==> config.mk <==
export PLATFORM = sky130hd
export DESIGN_NAME = rgb_led_arbiter
export DESIGN_NICKNAME = d
export VERILOG_FILES = /design/src/rtl/rgb_led_arbiter.sv
export SDC_FILE = /design/constraint.sdc
export NUM_CORES = 1
export LEC_CHECK = 0
export ABC_AREA = 1
export BUFFER_PORTS_ARGS = -buffer_cell sky130_fd_sc_hd__buf_4
export CAP_MARGIN = 20
export CORE_MARGIN = 5
export CORE_UTILIZATION = 60
export CTS_CLUSTER_SIZE = 24
export DETAILED_ROUTE_END_ITERATION = 12
export GPL_ROUTABILITY_DRIVEN = 0
export GPL_TIMING_DRIVEN = 1
export PLACE_DENSITY = 0.86
export SETUP_SLACK_MARGIN = 0.15
export SLEW_MARGIN = 20
export SYNTH_ARGS = -nofsm -noshare
export SYNTH_HDL_FRONTEND = slang
export SYNTH_SLANG_ARGS = --single-unit
==> constraint.sdc <==
create_clock -name clock_12mhz -period 5.3 [get_ports clock_12mhz]
set_input_delay 0.265 -clock clock_12mhz [delete_from_list [all_inputs] [get_ports clock_12mhz]]
set_output_delay 0.265 -clock clock_12mhz [all_outputs]
set_load 0.1 [all_outputs]
==> src/rtl/rgb_led_arbiter.sv <==
// rgb_led_arbiter: fixed-priority sharing of one RGB LED with minimum display time and PWM brightness
module rgb_led_arbiter #(
   parameter int NUM_REQ    = 4,
   parameter int PWM_WIDTH  = 8,
   parameter int TICK_DIV   = 12000,
   parameter int HOLD_TICKS = 250
) (
   input  logic                             clock_12mhz,
   input  logic                             reset,
   input  logic [NUM_REQ-1:0]               req,
   input  logic [NUM_REQ*3*PWM_WIDTH-1:0]   req_rgb,
   output logic [NUM_REQ-1:0]               grant,
   output logic                             busy,
   output logic                             led_red,
   output logic                             led_green,
   output logic                             led_blue
);
   localparam int CW = 3*PWM_WIDTH;
   localparam int TW = TICK_DIV > 1 ? $clog2(TICK_DIV) : 1;
   localparam int HW = $clog2(HOLD_TICKS+1);
   localparam int IW = NUM_REQ > 1 ? $clog2(NUM_REQ) : 1;
   localparam logic IDLE = 1'b0;
   localparam logic SHOW = 1'b1;
   logic                 state;
   logic [TW-1:0]        tick_cnt;
   logic                 tick;
   logic [HW-1:0]        hold;
   logic [PWM_WIDTH-1:0] pwm_cnt;
   logic [CW-1:0]        lat_rgb;
   logic [CW-1:0]        act_rgb;
   logic [CW-1:0]        win_rgb;
   logic [IW-1:0]        win;
   assign tick    = tick_cnt == TW'(TICK_DIV-1);
   assign busy    = state == SHOW;
   assign win_rgb = req_rgb[int'(win)*CW +: CW];
   // lowest set request index wins
   always_comb begin
      win = '0;
      for (int i = NUM_REQ-1; i >= 0; i--) win = req[i] ? IW'(i) : win;
   end
   // free-running display tick divider
   always_ff @(posedge clock_12mhz or posedge reset) begin
      if (reset) tick_cnt <= '0;
      else tick_cnt <= tick ? '0 : tick_cnt + TW'(1);
   end
   // PWM: duties only change at the period boundary so no partial periods appear
   always_ff @(posedge clock_12mhz or posedge reset) begin
      if (reset) begin
         pwm_cnt   <= '0;
         act_rgb   <= '0;
         led_red   <= 1'b0;
         led_green <= 1'b0;
         led_blue  <= 1'b0;
      end else begin
         pwm_cnt   <= pwm_cnt + PWM_WIDTH'(1);
         act_rgb   <= &pwm_cnt ? lat_rgb : act_rgb;
         led_red   <= pwm_cnt < act_rgb[CW-1 -: PWM_WIDTH];
         led_green <= pwm_cnt < act_rgb[2*PWM_WIDTH-1 -: PWM_WIDTH];
         led_blue  <= pwm_cnt < act_rgb[PWM_WIDTH-1:0];
      end
   end
   // arbitration: grant in IDLE or at hold expiry, otherwise count down the hold
   always_ff @(posedge clock_12mhz or posedge reset) begin
      if (reset) begin
         state   <= IDLE;
         grant   <= '0;
         hold    <= '0;
         lat_rgb <= '0;
      end else if (state == IDLE || (tick && hold == HW'(1))) begin
         state   <= |req ? SHOW : IDLE;
         grant   <= |req ? NUM_REQ'(1) << win : '0;
         hold    <= |req ? HW'(HOLD_TICKS) : hold;
         lat_rgb <= |req ? win_rgb : '0;
      end else if (tick) begin
         hold <= hold - HW'(1);
      end
   end
endmodule
==> qor.yml, run 1 <==
worst_setup_path:
  path_buf_inv: 0
  r2r_slack_ps: 2620
  cp_slowest_stage_delay_ps: 620
  r2r_end: "hold[7]$_DFFE_PP0P_"
  arrival_ps: 2980
  r2r_cells: 9
  slowest_stage: "nand2_2"
  critPathLaunchType: "flop"
  crit_top_cell: "nand2_1"
  cp_top_family: "simple AND/OR/NAND/NOR gates"
  crit_start: "tick_cnt[0]$_DFF_PP0_"
  critPathKind: "flop to flop"
  regToRegStartpoint: "tick_cnt[0]$_DFF_PP0_"
  crit_fanout: 30
  crit_chain: "ha_1 -> nand3_1 -> nor2_1 -> nand3_2 -> nand2_2 -> nand2_2 -> nand2_1 -> nand2_1 -> nand2_1"
  end_kind: "flop"
  critPathRequiredTime_ps: 5600
  path_depth: 9
  crit_path_end: "hold[7]$_DFFE_PP0P_"
grt:
  grt_pass1_wl_um: 21760
  grt_pass1_vias: 4855
  grt_busiest_layer: "met2"
  grtUsageMet1_pct: 32.02
  grt_max_degree: 87
  grt_remaining_overflow: 0
  grt_util_all_layers_pct: 23.69
  antenna_found_initial: 0
  use_met3_pct: 4.780
  grt_use_met2_pct: 38.37
routing:
  vias: 4947
  wl_um: 12650
  wire_per_inst_um: 13.21
  drcViolationCount: 0
  drtPass1Iterations: 5
  vias_per_cell: 5.164
  detail-route-antenna-nets: 0
  drt-initial-drc-count: 358
sta:
  fin_skew_ps: 6.709
  max_slew_margin_pct: 39.20
  setup_viol: 0
  fin_tns_setup_ps: 0
  fmax_mhz: 373.6
  final_max_slew_viol_count: 0
  period_minus_slack_ps: 2677
  finalCritPeriodShare_pct: 50.50
  hold_viol: 0
  holdWs_ps: 91.34
  rsz0062_at_grt: "false"
  worst_slew_pin_slew_ps: 909.0
clock_tree:
  worstSkewPairLatency_ps: 360
  cts_root_buffer: "clkbuf_8"
  cts.clk_slew.worst_paths_ps: 80
  ctsHtreeMaxLevel: 3
  clockBufferDepth: 2
  cts_resized: 0
  tritoncts: "built"
  hold_buffers: 0
  cts_buffers: 9
  postCtsSetupBuffers: 0
  cts_sinks: 86
min_path:
  hp-class: "input port to asynchronous set/reset pin"
die:
  die_w_um: 104.5
  die_y_um: 104.5
  io_pins: 110
  core-area_um2: 8721
  core.rowCount: 34
  start_util_pct: 61.46
  dieArea_um2: 10920
layout:
  register_area_um2: 2153
  layout_common_cells: "nand2_1 (213), inv_1 (128), buf_4 (109)"
  area_delta_synth_final_pct: 17.93
  layout_commonest_cell: "nand2_1"
  fin_util_pct: 72.48
  antenna_cells: 0
  final_nets: 972
  multi_input_area_um2: 2516
  post_route_cells_drive_above_1_share_pct: 17.41
  nFillCells: 651
  design_area_um2: 6321
yosys:
  ys_warn_count: 0
  synth_area_um2: 5360
  ys_ff_latch: 86
  synth_cell_type_count: 34
  synth-seq-area-share_pct: 40.15
  syn_avg_cell_area_um2: 7.100
  postSynthCellCount: 755
  synth_fp_nets: 882
pwr:
  p_seq_share_pct: 52.4
  p_sw_share_pct: 24.28
  p_int_mw: 0.9464
  leakage_nw: 3.476
  irDropWorstVdd_mv: 0.1207
  p_per_area_nw_per_um2: 197.7
  p_switching_mw: 0.3035
  clock_power_share_pct: 35.3
  p_comb_share_pct: 12.2
place:
  placed_cell_area_um2: 6128
  hpwl_um: 9534
  numPortBuffers: 109
status:
  outcome: "completed"
job:
  drv_cap: 0
layout make-up:
cell class,instances,share of cell area (%)
Multi-Input combinational cell,504,39.81
Sequential cell,86,34.07
Timing Repair Buffer,110,13.12
Inverter,134,7.977
Clock buffer,12,2.138
Tap cell,108,2.138
Clock inverter,4,0.7522
worst reg2reg max path, delay by kind of cell (launching register included):
| kind | cells | cell delay [ps] |
|---|---|---|
| adder cells (fa/ha/maj) | 1 | 220 |
| AND/OR/NAND/NOR | 8 | 2030 |
| flip-flops | 1 | 370 |
cells by family after synthesis:
group,Yosys count,synth area share [%]
simple gates,389,31.28
xor+xnor,10,1.634
fa+ha+maj,25,5.836
buf+inv,165,13.05
compound gates,80,8.054
flops,86,40.15
worst min-delay path by stage:
| stage | endpoint | cells after the start | startpoint | slack (ps) |
|---|---|---|---|---|
| after floorplan | grant[1]$_DFFE_PP0P_ | 2 | req[1] | 410 |
| after global placement | act_rgb[8]$_DFFE_PP0P_ | 2 | act_rgb[8]$_DFFE_PP0P_ | 460 |
| after detailed placement | act_rgb[8]$_DFFE_PP0P_ | 2 | act_rgb[8]$_DFFE_PP0P_ | 470 |
| after CTS | grant[1]$_DFFE_PP0P_ | 3 | req[1] | 190 |
| after global routing | hold[3]$_DFFE_PP0P_ | 3 | reset | 190 |
| final | hold[4]$_DFFE_PP0P_ | 3 | reset | 90 |
metrics by stage:
step / setup WS [ps] / cells / power, mW
detailed placement: 2667 / 942 / 0.8210
CTS: 2632 / 958 / 1.255
global route: 2343 / 958 / 1.306
global placement: 2825 / 942 / 0.8191
floorplan: 2813 / 755 / 0.7484
finish: 2623 / 958 / 1.250
cells in the mapped netlist:
| cell | number | area share (%) |
|---|---|---|
| clkbuf_2 | 1 | 0.093 |
| nor3b_1 | 2 | 0.28 |
| xor2_1 | 9 | 1.5 |
| nor4_1 | 1 | 0.12 |
| inv_2 | 5 | 0.35 |
| nor3_1 | 4 | 0.37 |
| nand2_2 | 4 | 0.47 |
| clkbuf_1 | 7 | 0.49 |
| o211ai_2 | 3 | 0.70 |
| ha_1 | 25 | 5.8 |
| a21oi_1 | 39 | 3.6 |
| nor3_4 | 1 | 0.30 |
| nand3_2 | 2 | 0.37 |
| inv_1 | 129 | 9.0 |
| nand4_1 | 4 | 0.47 |
| o21ai_1 | 1 | 0.093 |
| o21a_1 | 1 | 0.14 |
| nand2_1 | 214 | 15 |
| nand3_1 | 99 | 9.2 |
| nand2_4 | 1 | 0.21 |
| xnor2_1 | 1 | 0.16 |
| o21ai_0 | 33 | 3.1 |
| nor2_4 | 2 | 0.42 |
| buf_1 | 1 | 0.070 |
| a21boi_0 | 1 | 0.14 |
| buf_4 | 3 | 0.42 |
| nor2_2 | 3 | 0.35 |
| or2_2 | 1 | 0.12 |
| buf_2 | 12 | 1.1 |
| o211ai_1 | 1 | 0.14 |
| nor2_1 | 51 | 3.6 |
| dfrtp_1 | 86 | 40 |
| buf_6 | 7 | 1.5 |
| a31oi_1 | 1 | 0.12 |
power by group through the flow:
stage | registers [mW] | clock network, mW | logic (mW)
3_3_place_gp | 0.669 | 0 | 0.150
2_1_floorplan | 0.669 | 0 | 0.0798
3_5_place_dp | 0.669 | 0 | 0.152
5_1_grt | 0.656 | 0.476 | 0.175
4_1_cts | 0.655 | 0.447 | 0.153
6_report | 0.655 | 0.442 | 0.153
registers in the layout, indices dropped and copies added, names as in the netlist:
signal,flops
act_rgb,24
busy,1
grant,4
hold,8
lat_rgb,24
led_blue,1
led_green,1
led_red,1
pwm_cnt,8
tick_cnt,14
metal layers:
layer | share of wire (%) | wire length (µm)
met4 | 1.6 | 201
met1 | 43 | 5446
met3 | 6.5 | 824
met5 | 0 | 0
met2 | 49 | 6182
No activity file was read; power rests on OpenSTA's default activity.
==> run 2, diff against run 1 <==
--- a/config.mk
+++ b/config.mk
@@ -9,12 +9,12 @@
 export BUFFER_PORTS_ARGS = -buffer_cell sky130_fd_sc_hd__buf_4
 export CAP_MARGIN = 20
 export CORE_MARGIN = 5
-export CORE_UTILIZATION = 60
+export CORE_UTILIZATION = 56
 export CTS_CLUSTER_SIZE = 24
 export DETAILED_ROUTE_END_ITERATION = 12
 export GPL_ROUTABILITY_DRIVEN = 0
 export GPL_TIMING_DRIVEN = 1
-export PLACE_DENSITY = 0.86
+export PLACE_DENSITY = 0.81
 export SETUP_SLACK_MARGIN = 0.15
 export SLEW_MARGIN = 20
 export SYNTH_ARGS = -nofsm -noshare
==> constraint.sdc (replaced) <==
create_clock -name clock_12mhz -period 2.6 [get_ports clock_12mhz]
set_input_delay 0.13 -clock clock_12mhz [delete_from_list [all_inputs] [get_ports clock_12mhz]]
set_output_delay 0.13 -clock clock_12mhz [all_outputs]
set_load 0.1 [all_outputs]
==> run 2 against run 1 <==
  * Cell area is 1.4% higher
  * Non-clock buffer count is 6 higher
  * Worst setup slack worse by 2100 ps
  * Worst hold slack got worse by 32 ps
  * Sequential share of layout area shrank 0.49 points
  * Largest cell class unchanged
  * Wire length is 3.5% lower
  * Clock skew increased by 2.5 ps
  * Maximum frequency grew 28%
  * Critical path type unchanged
  * Critical path depth is the same
  * Core utilization down 3.5 points
  * First-iteration DRC count shrank 24%
  * Die area rose by 6.5%
==> qor.yml, run 2 (same netlist as run 1, synthesis figures left out) <==
place:
  placed_cell_area_um2: 6192  # +1.0%
  numPortBuffers: 109  # unchanged
  hpwl_um: 9439  # -1.0%
pwr:
  p_switching_mw: 0.6525  # +110%
  leakage_nw: 3.510  # +0.99%
  p_int_mw: 1.967  # +110%
  irDropWorstVdd_mv: 0.2178  # +80%
  p_comb_share_pct: 11.9  # -0.3 points
  p_seq_share_pct: 51.0  # -1.4 points
  p_per_area_nw_per_um2: 408.7  # +110%
  clock_power_share_pct: 37.1  # +1.8 points
  p_sw_share_pct: 24.91  # +0.63 points
routing:
  drt-initial-drc-count: 272  # -24%
  vias_per_cell: 4.965  # -3.8%
  vias: 4891  # -1.1%
  wl_um: 12210  # -3.5%
  drtPass1Iterations: 4  # -1
  detail-route-antenna-nets: 0  # unchanged
  drcViolationCount: 0  # unchanged
  wire_per_inst_um: 12.39  # -6.2%
clock_tree:
  cts_root_buffer: "clkbuf_8"
  cts_buffers: 9  # unchanged
  worstSkewPairLatency_ps: 350  # about the same
  cts_resized: 0  # unchanged
  ctsHtreeMaxLevel: 3  # unchanged
  cts_sinks: 86  # unchanged
  cts.clk_slew.worst_paths_ps: 90  # about the same
  clockBufferDepth: 2  # unchanged
  postCtsSetupBuffers: 0  # unchanged
  tritoncts: "built"
worst_setup_path:
  critPathRequiredTime_ps: 2900  # -2700 ps
  crit_top_cell: "nand2_1"
  cp_slowest_stage_delay_ps: 430  # -190 ps
  critPathKind: "flop to flop"
  critPathLaunchType: "flop"
  crit_fanout: 30  # unchanged
  end_kind: "flop"
  slowest_stage: "nand2_2"
  cp_top_family: "simple AND/OR/NAND/NOR gates"
  arrival_ps: 2390  # -590 ps
  crit_chain: "ha_1 -> nand3_1 -> nor2_1 -> nand3_2 -> nand2_2 -> nand2_2 -> nand2_1 -> nand2_1 -> nand2_1"
  path_buf_inv: 0  # unchanged
layout:
  top_regs: "act_rgb: 24 flops, lat_rgb: 24 flops, tick_cnt: 14 flops"
  final_nets: 978  # +0.62%
  antenna_cells: 0  # unchanged
  area_delta_synth_final_pct: 19.56
  layout_commonest_cell: "nand2_1"
  design_area_um2: 6409  # +1.4%
  post_route_cells_drive_above_1_share_pct: 18.11  # +0.70 points
  layout_common_cells: "nand2_1 (213), inv_1 (128), buf_4 (115)"
sta:
  final_max_slew_viol_count: 0  # unchanged
  setup_viol: 0  # unchanged
  fin_skew_ps: 9.167  # +2.458 ps
  max_slew_margin_pct: 41.17  # +2.0 points
  finalCritPeriodShare_pct: 80.19  # +30 points
  fin_tns_setup_ps: 0  # unchanged
  fmax_mhz: 479.6  # +28%
  period_minus_slack_ps: 2085  # -591.6 ps
  rsz0062_at_grt: "false"
  hold_viol: 0  # unchanged
  worst_slew_pin_slew_ps: 879.5  # -29.50 ps
grt:
  grt_use_met2_pct: 36.81  # -1.6 points
  grt_pass1_vias: 4801  # -1.1%
  grt_util_all_layers_pct: 22.22  # -1.5 points
  grt_max_degree: 74  # -15%
  grt_remaining_overflow: 0  # unchanged
  grt_busiest_layer: "met2"
  antenna_found_initial: 0  # unchanged
  use_met3_pct: 4.079  # -0.70 points
  grtUsageMet1_pct: 29.54  # -2.5 points
  grt_pass1_wl_um: 21230  # -2.4%
die:
  io_pins: 110  # unchanged
  die_w_um: 107.8  # +3.2%
  start_util_pct: 57.74  # -3.7 points
  core-area_um2: 9284  # +6.5%
  dieArea_um2: 11630  # +6.5%
  die_y_um: 107.8  # +3.2%
  core.rowCount: 35  # +2.9%
job:
  drv_cap: 0  # unchanged
min_path:
  hp-class: "input port to flop"
status:
  outcome: "completed"
## run 2: per-layer routing
metal  up-vias  wire length [µm]
met3        14               619
met4         0               178
met2       142              5844
met5         -                 0
li1       2542                 -
met1      2193              5563
## run 2: timing repair
item,in CTS,in global routing
hold buffers,1,0
endpoints found under the hold margin,33,0
endpoints found under the setup margin,0,0
## run 2: cell type report
cell class                 count  area, µm²
sequential                    86       2152
fill                         767       2875
multi-input combinational    504       2511
clock buffer                  10      137.6
inverter                     134      504.2
tap                          129      161.4
clock inverter                 6      68.82
timing repair buffer         116      873.3
## run 2: metrics by stage
| stage | worst slack [ps] | util (%) | total power, mW | hold slack [ps] | cells |
|---|---|---|---|---|---|
| finish | 515.0 | 69.03 | 2.619 | 59.57 | 985 |
| global route | 283.3 | 69.03 | 2.737 | 58.95 | 985 |
| CTS | 503.2 | 69.03 | 2.634 | 49.13 | 985 |
| detailed placement | 456.0 | 66.70 | 1.674 | 223.4 | 968 |
| global placement | 554.4 | 66.70 | 1.671 | 216.2 | 968 |
| floorplan | 248.2 | - | 1.526 | 271.2 | 755 |
## run 2: path summary, 6_finish.rpt
check | start | to | slack [ps] | depth (start not counted)
min reg2reg | act_rgb[0]$_DFFE_PP0P_ | act_rgb[0]$_DFFE_PP0P_ | 490 | 2
max in group asynchronous | reset | lat_rgb[14]$_DFFE_PP0P_ | 1470 | 4
min in group asynchronous | reset | hold[7]$_DFFE_PP0P_ | 380 | 3
max | tick_cnt[0]$_DFF_PP0_ | hold[7]$_DFFE_PP0P_ | 520 | 9
max reg2reg | tick_cnt[0]$_DFF_PP0_ | hold[7]$_DFFE_PP0P_ | 520 | 9
min | req[1] | grant[1]$_DFFE_PP0P_ | 60 | 3
## run 2: power by group through the flow
stage / logic, mW / registers [mW] / clock network [mW]
floorplan: 0.163 / 1.36 / 0
global placement: 0.308 / 1.36 / 0
detailed placement: 0.311 / 1.36 / 0
CTS: 0.314 / 1.34 / 0.984
global route: 0.357 / 1.34 / 1.04
finish: 0.313 / 1.34 / 0.971
## run 2: worst reg2reg max path, cell delays in order (launching register included)
cell     delay [ps]
dfrtp_1         370
ha_1            200
nand3_1         150
nor2_1          200
nand3_2         130
nand2_2         430
nand2_2         290
nand2_1         150
nand2_1          60
nand2_1          50
